$ cat src/rtl/div_pkg.sv
// Shared FSM encoding and default sizing for the divided-clock ratio detector.
package div_pkg;

   localparam int CNT_W_DEF  = 8;
   localparam int LOCK_N_DEF = 3;

   typedef enum logic [1:0] {
      IDLE    = 2'd0,
      MEASURE = 2'd1,
      LOCKED  = 2'd2
   } state_e;

endpackage

$ cat src/rtl/div_ratio_detect_if.sv
// Measurement bus: sig_in toward the detector, ratio/status back out; no backpressure.
interface div_ratio_detect_if
   import div_pkg::*;
#(
   parameter int CNT_W = CNT_W_DEF
);

   logic             sig_in;
   logic [CNT_W-1:0] ratio;
   logic             valid;
   logic             locked;
   logic             err;

   modport master (
      output sig_in,
      input  ratio,
      input  valid,
      input  locked,
      input  err
   );

   modport slave (
      input  sig_in,
      output ratio,
      output valid,
      output locked,
      output err
   );

endinterface

$ cat src/rtl/edge_det.sv
// Two-flop sampler of d with a registered rising-edge flag; rise is one cycle wide, 2 clk after d rises.
module edge_det (
   input  logic clk,
   input  logic rst,
   input  logic d,
   output logic rise
);

   logic sig_q,  sig_d;
   logic sig_qq, sig_qq_d;
   logic rise_q, rise_d;

   always_comb begin
      sig_d    = d;
      sig_qq_d = sig_q;
      rise_d   = sig_q & ~sig_qq;
   end

   always_ff @(posedge clk or negedge rst) begin
      if (!rst) begin
         sig_q  <= 1'b0;
         sig_qq <= 1'b0;
         rise_q <= 1'b0;
      end else begin
         sig_q  <= sig_d;
         sig_qq <= sig_qq_d;
         rise_q <= rise_d;
      end
   end

   assign rise = rise_q;

endmodule

$ cat src/rtl/div_ratio_detect.sv
// Measures the period of a clk-synchronous divided clock and flags lock/loss; ratio/valid
// update 3 clk after a sig_in rising transition; no backpressure, results are pulsed once.
module div_ratio_detect
   import div_pkg::*;
#(
   parameter int CNT_W  = CNT_W_DEF,
   parameter int LOCK_N = LOCK_N_DEF
) (
   input  logic                clk,
   input  logic                rst,
   div_ratio_detect_if.slave   bus
);

   localparam int MATCH_W = $clog2(LOCK_N + 1);

   localparam logic [CNT_W-1:0]   CNT_ONE   = {{(CNT_W-1){1'b0}}, 1'b1};
   localparam logic [CNT_W-1:0]   CNT_MAX   = {CNT_W{1'b1}};
   localparam logic [MATCH_W-1:0] MATCH_ONE = {{(MATCH_W-1){1'b0}}, 1'b1};
   localparam logic [MATCH_W-1:0] MATCH_SAT = MATCH_W'(LOCK_N);

   logic                rise;

   state_e              state_q,  state_d;
   logic [CNT_W-1:0]    cnt_q,    cnt_d;
   logic [CNT_W-1:0]    ratio_q,  ratio_d;
   logic                valid_q,  valid_d;
   logic                locked_q, locked_d;
   logic                err_q,    err_d;
   logic [MATCH_W-1:0]  match_q,  match_d;

   logic                period_match;
   logic [MATCH_W-1:0]  match_inc;

   edge_det u_edge_det (
      .clk  (clk),
      .rst  (rst),
      .d    (bus.sig_in),
      .rise (rise)
   );

   always_comb begin
      state_d  = state_q;
      cnt_d    = cnt_q;
      ratio_d  = ratio_q;
      valid_d  = 1'b0;
      locked_d = locked_q;
      err_d    = 1'b0;
      match_d  = match_q;

      period_match = (cnt_q == ratio_q);
      match_inc    = (match_q >= MATCH_SAT) ? MATCH_SAT : (match_q + MATCH_ONE);

      case (state_q)
         IDLE: begin
            // First edge only opens the measurement window; there is no period yet.
            cnt_d = CNT_ONE;
            if (rise) begin
               state_d = MEASURE;
            end
         end

         MEASURE, LOCKED: begin
            if (rise) begin
               ratio_d = cnt_q;
               valid_d = 1'b1;
               cnt_d   = CNT_ONE;
               if (period_match) begin
                  match_d = match_inc;
                  if (match_inc == MATCH_SAT) begin
                     state_d  = LOCKED;
                     locked_d = 1'b1;
                  end
               end else begin
                  match_d = MATCH_ONE;
                  if (state_q == LOCKED) begin
                     err_d    = 1'b1;
                     locked_d = 1'b0;
                     state_d  = MEASURE;
                  end
               end
            end else if (cnt_q == CNT_MAX) begin
               // Lost input: keep the last good ratio but restart from scratch.
               err_d    = 1'b1;
               locked_d = 1'b0;
               match_d  = '0;
               cnt_d    = CNT_ONE;
               state_d  = IDLE;
            end else begin
               cnt_d = cnt_q + CNT_ONE;
            end
         end

         default: begin
            state_d = IDLE;
            cnt_d   = CNT_ONE;
         end
      endcase
   end

   always_ff @(posedge clk or negedge rst) begin
      if (!rst) begin
         state_q  <= IDLE;
         cnt_q    <= CNT_ONE;
         ratio_q  <= '0;
         valid_q  <= 1'b0;
         locked_q <= 1'b0;
         err_q    <= 1'b0;
         match_q  <= '0;
      end else begin
         state_q  <= state_d;
         cnt_q    <= cnt_d;
         ratio_q  <= ratio_d;
         valid_q  <= valid_d;
         locked_q <= locked_d;
         err_q    <= err_d;
         match_q  <= match_d;
      end
   end

   assign bus.ratio  = ratio_q;
   assign bus.valid  = valid_q;
   assign bus.locked = locked_q;
   assign bus.err    = err_q;

endmodule

$ cat src/flat_wrapper.sv
// flat-port wrapper written by rule: the top's interface ports become plain ports
module div_ratio_detect_flat import div_pkg::*;
#(
   parameter int CNT_W  = CNT_W_DEF,
   parameter int LOCK_N = LOCK_N_DEF
)
  (clk, rst, bus_sig_in, bus_ratio, bus_valid, bus_locked, bus_err);
  div_ratio_detect_if #(.CNT_W(CNT_W)) bus_i ();
  input  logic clk;
  input  logic rst;
  input wire logic [$bits(bus_i.sig_in)-1:0] bus_sig_in;
  output wire logic [$bits(bus_i.ratio)-1:0] bus_ratio;
  output wire logic [$bits(bus_i.valid)-1:0] bus_valid;
  output wire logic [$bits(bus_i.locked)-1:0] bus_locked;
  output wire logic [$bits(bus_i.err)-1:0] bus_err;
  assign bus_i.sig_in = bus_sig_in;
  assign bus_ratio = bus_i.ratio;
  assign bus_valid = bus_i.valid;
  assign bus_locked = bus_i.locked;
  assign bus_err = bus_i.err;
  div_ratio_detect #(.CNT_W(CNT_W), .LOCK_N(LOCK_N)) u_core (.clk(clk), .rst(rst), .bus(bus_i));
endmodule
$ cat config.mk
export PLATFORM = sky130hd
export DESIGN_NAME = div_ratio_detect_flat
export DESIGN_NICKNAME = d
export VERILOG_FILES = /design/src/rtl/div_pkg.sv /design/src/rtl/div_ratio_detect_if.sv /design/src/rtl/edge_det.sv /design/src/rtl/div_ratio_detect.sv /design/src/flat_wrapper.sv
export SDC_FILE = /design/constraint.sdc
export NUM_CORES = 1
export LEC_CHECK = 0
export BUFFER_PORTS_ARGS = -buffer_cell sky130_fd_sc_hd__buf_2
export CAP_MARGIN = 10
export CORE_ASPECT_RATIO = 1.25
export CORE_MARGIN = 2
export CORE_UTILIZATION = 45
export CTS_CLUSTER_DIAMETER = 80
export DETAILED_ROUTE_END_ITERATION = 10
export GPL_TIMING_DRIVEN = 0
export PLACE_DENSITY_LB_ADDON = 0.15
export SETUP_SLACK_MARGIN = 0.1
export SLEW_MARGIN = 40
export SYNTH_ARGS = -nofsm -noshare
export SYNTH_HDL_FRONTEND = slang
export SYNTH_SLANG_ARGS = --single-unit
$ cat constraint.sdc
create_clock -name clk -period 2.7 [get_ports clk]
set_clock_uncertainty 0.2 [all_clocks]
set_input_delay 0.135 -clock clk [delete_from_list [all_inputs] [get_ports clk]]
set_output_delay 0.135 -clock clk [all_outputs]
set_load 0.05 [all_outputs]
==> results of run 1 <==
==> through the flow <==
step / hold WS (ps) / total power, uW / area [um2]
finish: 123 / 1290 / 1400
global route: 158 / 1390 / 1400
CTS: 132 / 1310 / 1400
detailed placement: -35.5 / 1110 / 1340
global placement: -39.6 / 1090 / 1340
floorplan: -361 / 983 / 1230
==> routing by layer <==
| layer | wire (um) | up-vias |
|---|---|---|
| li1 | - | 440 |
| met1 | 957 | 426 |
| met2 | 1070 | 11 |
| met3 | 44 | 6 |
| met4 | 44 | 0 |
| met5 | 0 | - |
==> area by class of cell <==
class,count,area share (%)
sequential,26,46.7
multi-input combinational,86,38.0
timing repair buffer,15,6.09
tap,34,3.05
clock buffer,4,2.60
inverter,8,2.15
buffer,3,1.43
==> logic make-up (layout without fill, tap and decap cells) <==
kind of cell             Yosys count  after routing  synth area share, %
AND/OR/NAND/NOR                   52             52                 18.4
buffers and inverters             11             30                 4.06
AO/OA/AOI/OAI                     16             16                 8.63
flip-flops                        26             26                 52.9
adder cells (fa/ha/maj)            4              4                 4.06
multiplexers                       1              1                0.914
XOR/XNOR                          13             13                 11.1
==> Yosys cell counts, drive strengths merged <==
| master | number |
|---|---|
| a21o | 1 |
| o311ai | 1 |
| a32o | 1 |
| a21oi | 5 |
| or3 | 1 |
| nand4 | 3 |
| or2 | 2 |
| o21ai | 4 |
| mux2 | 1 |
| nand3 | 3 |
| nor2b | 1 |
| a31oi | 1 |
| nand2b | 1 |
| xnor2 | 11 |
| dfrtp | 25 |
| o211ai | 1 |
| and3 | 1 |
| clkbuf | 1 |
| dfstp | 1 |
| and2 | 1 |
| nor2 | 9 |
| nor3 | 1 |
| buf | 2 |
| nand2 | 29 |
| inv | 8 |
| o22ai | 1 |
| ha | 4 |
| o21a | 1 |
| xor2 | 2 |
==> path summary, 6_finish.rpt <==
| path | startpoint | end |
|---|---|---|
| worst max-delay path | u_core.cnt_q[0] | u_core.state_q[0] |
| worst min register to register | u_core.u_edge_det.sig_q | u_core.u_edge_det.sig_qq |
| max in group asynchronous | rst | u_core.bus.locked |
| worst min-delay path | rst | u_core.bus.valid |
| worst max register to register | u_core.cnt_q[0] | u_core.state_q[0] |
| min in group clk | u_core.u_edge_det.sig_q | u_core.u_edge_det.sig_qq |
==> state kept, by name, indices dropped and copies added (netlist names) <==
register and count:
u_core.u_edge_det.rise 1, u_core.bus.ratio 8, u_core.cnt_q 8, u_core.u_edge_det.sig_qq 1, u_core.bus.locked 1, u_core.bus.valid 1
u_core.state_q 2, u_core.match_q 2, u_core.bus.err 1, u_core.u_edge_det.sig_q 1
==> worst reg2reg max path, cell delays in order (launching register included) <==
cell and delay, ps:
dfstp_2 610, xnor2_1 130, nand4_1 180, or2_1 280, o311ai_2 270, mux2_1 350
==> cell usage in the layout (no fill, tap or decap), types with 2 or more instances in the layout <==
master / instances
nor2_1: 9
xnor2_1: 8
a21oi_1: 5
nand4_1: 3
nand2_1: 29
o21ai_0: 4
buf_2: 14
xor2_1: 2
ha_1: 4
clkbuf_4: 3
nand3_1: 3
xnor2_2: 3
inv_1: 8
dfrtp_1: 25
dlygate4sd3_1: 2
==> report_power, final <==
group          switching, uW  internal [uW]  leakage, uW
logic                    352            198     0.000324
clock network            107           82.4    0.0000210
registers               74.6            473     0.000342
total                    534            754     0.000687
==> summary.md, run 1 <==
The number of CTS-inserted buffers was 3. The met3 track demand over resource in global routing is 3.11%. By area the synthesized netlist is led by dfrtp_1, nand2_1, xnor2_1. Buffers inserted to repair hold after CTS numbered 2. Once detail routing completed, the nets flagged for antenna violations numbered 0. The signal arrival time at the worst endpoint is 2140 ps, and the per-cell via count in the routed design is 5.02.

In this run the tightest slew margin relative to its limit is 62.2%. The ratio of total power to cell area was 922 nW/um2. For the footprint of the flip-flops and latches, the log shows 652 um2. The synthesized design contains 26 register bits. The run finished with clean final reports. The buffer depth of the longest clock path was 2; the period utilization was 78.6%. For this run, the share of the core covered by cells in the final layout is 52.6%. The number of antenna violations at the first check in global routing was 0; the detailed-route DRC error count was 0. In this run the clock root is driven by a clkbuf_4. Number of global-route vias before repair: 841. The library cell contributing the largest single delay on the critical path was dfstp_2. Including well taps, the total number of placed cells is 170. The analysis attributes to cell leakage a power of 0.000687 uW. Traced cell by cell, the critical path runs through xnor2_1 -> nand4_1 -> or2_1 -> o311ai_2 -> mux2_1. The half-perimeter wire length after placement was 1580 um. After clock tree synthesis, the clock-pin slew on the worst setup and hold paths is 130 ps.

The share of the Yosys chip area taken by registers is 52.9%. On the worst path, the slowest cell contributes a delay of 610 ps. Measured along the y axis, the die boundary spans 62.5 um. In this run the number of cells on the critical path is 5. The final hold violation count was 0; the count of unique library cells instantiated by Yosys was 32. The run gives 2720 ps as the required time reported for the critical path endpoint. Final weighted congestion in routability-driven placement: 0.793. The largest total area in the synthesized netlist belongs to dfrtp_1. The run gives 14 as the number of top-level design ports.

Of the post-synthesis cell area, the dominant cell type holds 50.8%. Summing every instance area after synthesis gives 1230 um2. Once the clock tree was built, the resizer swapped 0 gates to a different size. Total buffers and inverters traversed by the critical path: 0. The later pin in the worst-skew pair is clocked with a latency of 320 ps. In this run the worst path has a maximum fanout of 6. The floorplan step set the die width to 50.8 um. The transition time of the tightest slew-check pin works out to 567 ps.

Number of pins with negative max-slew slack in the final report: 0. The finished layout holds 176 standard cells, fillers aside. Setup violations remaining at the end of the flow were counted as 0.

For this configuration, the core starts out at a cell density of 46.4%. The area growth from synthesis to layout is 13.3%. Kind of critical path: reg2reg.

The run gives 580 ps as the setup slack of the worst register-to-register path. Count of input and output buffers: 13. The first-pass GRT wire length is 3770 um.

In this run, the number of DRC markers left after iteration 0 of detailed routing was 24. After layout, the minimum clock period comes to 2120 ps. The setup TNS was 0 ps. Setup repair after global routing left no endpoint under its margin. Of the cells placed in the final design, the portion with a size suffix greater than 1 is 18.3%. For met2 alone, demand over resource in global routing was 26.5%. VDD sags by at most 0.562 mV. The logs give 16.0% for the global router's overall resource usage and 21 for the number of placement rows. The tools report the number of maximum-capacitance violations as 0. The logs give 0 for the number of diodes added for antenna fixing and 883 for the via count of the routed design. Counting cells, the worst reg-to-reg path comes to 5.

The routed wire length per instance works out to 12.0 um. The tools report the final critical-path setup slack as 578 ps. The kind of end point of the critical path was a flop.

The routed design has 2120 um of wire. The core region is 2650 um2. For the pin count of the biggest net entering global routing, the log shows 27. Number of warnings reported in the yosys synthesis log: 0.

After clock tree synthesis, the setup repair step added 0 buffers. Highest-utilization routing layer at the global route stage: met2. The post-synthesis cell count came out at 123. The leftover overflow at the end of global routing is 0.

The cell family with the largest share of critical-path delay was flip-flops. TritonCTS built the clock tree. The number of H-tree levels is 1, and the final net count is 150. Prior to clock tree synthesis, the placed netlist has a worst setup slack of 582 ps.

The number of fillers in the final layout came out at 250. The logs give 3180 um2 for the die outline area and 130 for the post-synthesis net count. The worst setup path is launched from a flop. The number of sinks handled by clock tree synthesis is 26. The tightest min-delay check is of the in2async type. Before antenna repair, the detailed router went through 4 iterations. The mean cell area of the mapped netlist works out to 10.0 um2. For this run, global-route usage on met1 was measured as 18.9%. For this run, the top clock speed supported by timing is 0.471 GHz. Summing all multi-input logic gate instances after layout gives 531 um2.
Power figures use the tool's default switching activity.
==> run 2: changes to the inputs <==
Clock period 2.7 ns to 1.9 ns, I/O delays scaled along.
==> summary.md, run 2 (synthesized netlist as in run 1, its figures left out) <==
The number of endpoints failing setup at the final stage came out at 3 (was 0). Most frequent cells in the layout: nand2_1, dfrtp_1, buf_2 (unchanged). The most common cell after layout, fill and taps aside was nand2_1 (unchanged). Setup repair after global routing could not meet its margin everywhere. The number of CTS-inserted buffers came out at 3 (unchanged). Per-cell via count in the routed design: 4.99 (was 5.02). The transition time of the tightest slew-check pin was 566 ps (was 567 ps); the width of the chip was 50.8 um (unchanged). The clock transition at the registers of the reported paths is 130 ps (about the same). Via count of the routed design: 914 (was 883).

The largest incremental delay on the critical path came out at 600 ps (was 610 ps). The kind of critical path was reg2reg (unchanged). TritonCTS built the clock tree. The tools report the number of maximum-capacitance violations as 0 (unchanged).

The number of top-level design ports was 14 (unchanged); the clock insertion delay at the later pin of the skew report was 320 ps (about the same). The kind of end point of the critical path was a flop (unchanged). The core area was 2650 um2 (unchanged). The period utilization is 108% (was 78.6%). The achievable frequency was 0.488 GHz (was 0.471 GHz).

Critical path, cell by cell: xnor2_2 -> nand4_1 -> buf_4 -> o211ai_1 -> o311ai_4 -> mux2_4 (was xnor2_1 -> nand4_1 -> or2_1 -> o311ai_2 -> mux2_1). Required time reported for the critical path endpoint: 1920 ps (was 2720 ps). The total area of multi-input combinational cells was 556 um2 (was 531 um2); the cell area after placement was 1350 um2 (was 1340 um2). The number of diodes added for antenna fixing is 0 (unchanged), and the final cell area excluding filler cells is 1490 um2 (was 1400 um2). The final net count is 157 (was 150), and the signal arrival time at the worst endpoint is 2070 ps (was 2140 ps).

The run gives 21 (unchanged) as the number of placement rows. The library cell contributing the largest single delay on the critical path was dfstp_2 (unchanged). The area growth from synthesis to layout was 20.7% (was 13.3%). The count of input and output buffers is 13 (unchanged).

The tools report the root cell of the clock tree as clkbuf_4 (unchanged). The setup TNS was -235 ps (was 0 ps). The pin count of the biggest net entering global routing was 27 (unchanged); the final core utilization was 56.1% (was 52.6%). The logs give 46.4% (unchanged) for the effective utilization at floorplan and 249 (was 250) for the number of fillers in the final layout.

The logs give 21 (was 24) for the number of DRC markers in iteration 0 and 0.000723 uW (was 0.000687 uW) for the standby leakage power. The worst relative slew slack was 62.3% (was 62.2%); the number of nets still failing antenna checks after routing was 0 (unchanged). Ratio of total power to cell area: 1350 nW/um2 (was 922 nW/um2). The logs give -151 ps (was 578 ps) for the final critical-path setup slack and 2 (unchanged) for the buffer depth of the longest clock path.

Die outline area: 3180 um2 (unchanged). The clock period minus final worst setup slack is 2050 ps (was 2120 ps). The run finished, with violations left. The run gives 1 (unchanged) as the number of H-tree levels. The tools report the number of sinks handled by clock tree synthesis as 26 (unchanged). The routed wire length per instance works out to 12.7 um (was 12.0 um).

For the total routed wirelength, the log shows 2320 um (was 2120 um). The critical path launch point type is a flop (unchanged). The half-perimeter wire length after placement is 1550 um (was 1580 um). The worst min-delay path class was in2async (unchanged).

The number of search-and-repair iterations in the first detailed-routing pass was 4 (unchanged); the fraction of layout cells with a size suffix above 1 was 32.2% (was 18.3%). The logs give 664 um2 (was 652 um2) for the footprint of the flip-flops and latches and 17.7% (was 16.0%) for the global router's overall resource usage. The leftover overflow at the end of global routing is 0 (unchanged).

The number of global-route vias before repair was 952 (was 841). The tools report the final weighted congestion in routability-driven placement as 0.762 (was 0.793). The logs give 0 (unchanged) for the number of pins with negative max-slew slack in the final report and 0.758 mV (was 0.562 mV) for the worst-case vdd ir drop. The die span in y is 62.5 um (unchanged), and the first-pass GRT wire length is 4190 um (was 3770 um). The number of antenna violations at the first check in global routing was 0 (unchanged). The checks that failed: negative setup slack. The highest fanout seen on the critical path was 4 (was 6); the detailed-route DRC error count was 0 (unchanged). The final hold violation count is 0 (unchanged).
-- run 2: cell type report --
class	count	share of cell area, %
sequential	26	44.7
multi-input combinational	86	37.3
timing repair buffer	22	9.25
tap	34	2.86
clock buffer	4	2.44
inverter	8	2.02
buffer	3	1.43
-- run 2: through the flow --
stage / worst slack [ps] / hold WS, ps / power, uW / cells
global placement: -196 / -78.1 / 1560 / 170
detailed placement: -217 / -72.2 / 1580 / 170
CTS: -137 / 88.7 / 2020 / 181
finish: -151 / 78.4 / 2020 / 183
global route: -258 / 121 / 2160 / 183
floorplan: -98.9 / -401 / 1400 / 123
-- run 2: repair_timing --
action                                  in CTS  in global routing
setup buffers                                5                  2
resized for setup                            8                  1
hold buffers                                 2                  0
pin swaps                                    5                  3
endpoints found under the hold margin       27                  0
endpoints found under the setup margin      12                  6
-- run 2: critical path: cells and delay by family (launching register included) --
kind | cells | cell delay [ps]
xor+xnor | 1 | 110
simple gates | 1 | 110
mux | 1 | 320
compound gates | 2 | 450
buf+inv | 1 | 160
flops | 1 | 600
-- run 2: final timing paths --
path                                          from                        to  slack [ps]  cells past startpoint
max in group asynchronous                      rst       u_core.bus.ratio[0]        1020                      2
min                                            rst       u_core.bus.ratio[6]          80                      2
min in group clk           u_core.u_edge_det.sig_q  u_core.u_edge_det.sig_qq         190                      0
min reg2reg                u_core.u_edge_det.sig_q  u_core.u_edge_det.sig_qq         190                      0
max reg2reg                        u_core.cnt_q[0]         u_core.state_q[0]        -150                      6
max                                u_core.cnt_q[0]         u_core.state_q[0]        -150                      6
-- run 2: power by group --
group	switching [uW]	internal, uW	total [uW]
combinational	559	390	949
clock	162	117	280
sequential	109	678	787
-- run 2: routing by layer --
metal,part of all wire (%),GRT usage (%),wire length [um],vias to the layer above
li1,-,-,-,455
met1,43,20.4,1000,442
met2,52,31.1,1200,13
met3,3.0,2.87,70,4
met4,1.8,8.45,42,0
met5,0,0,0,-
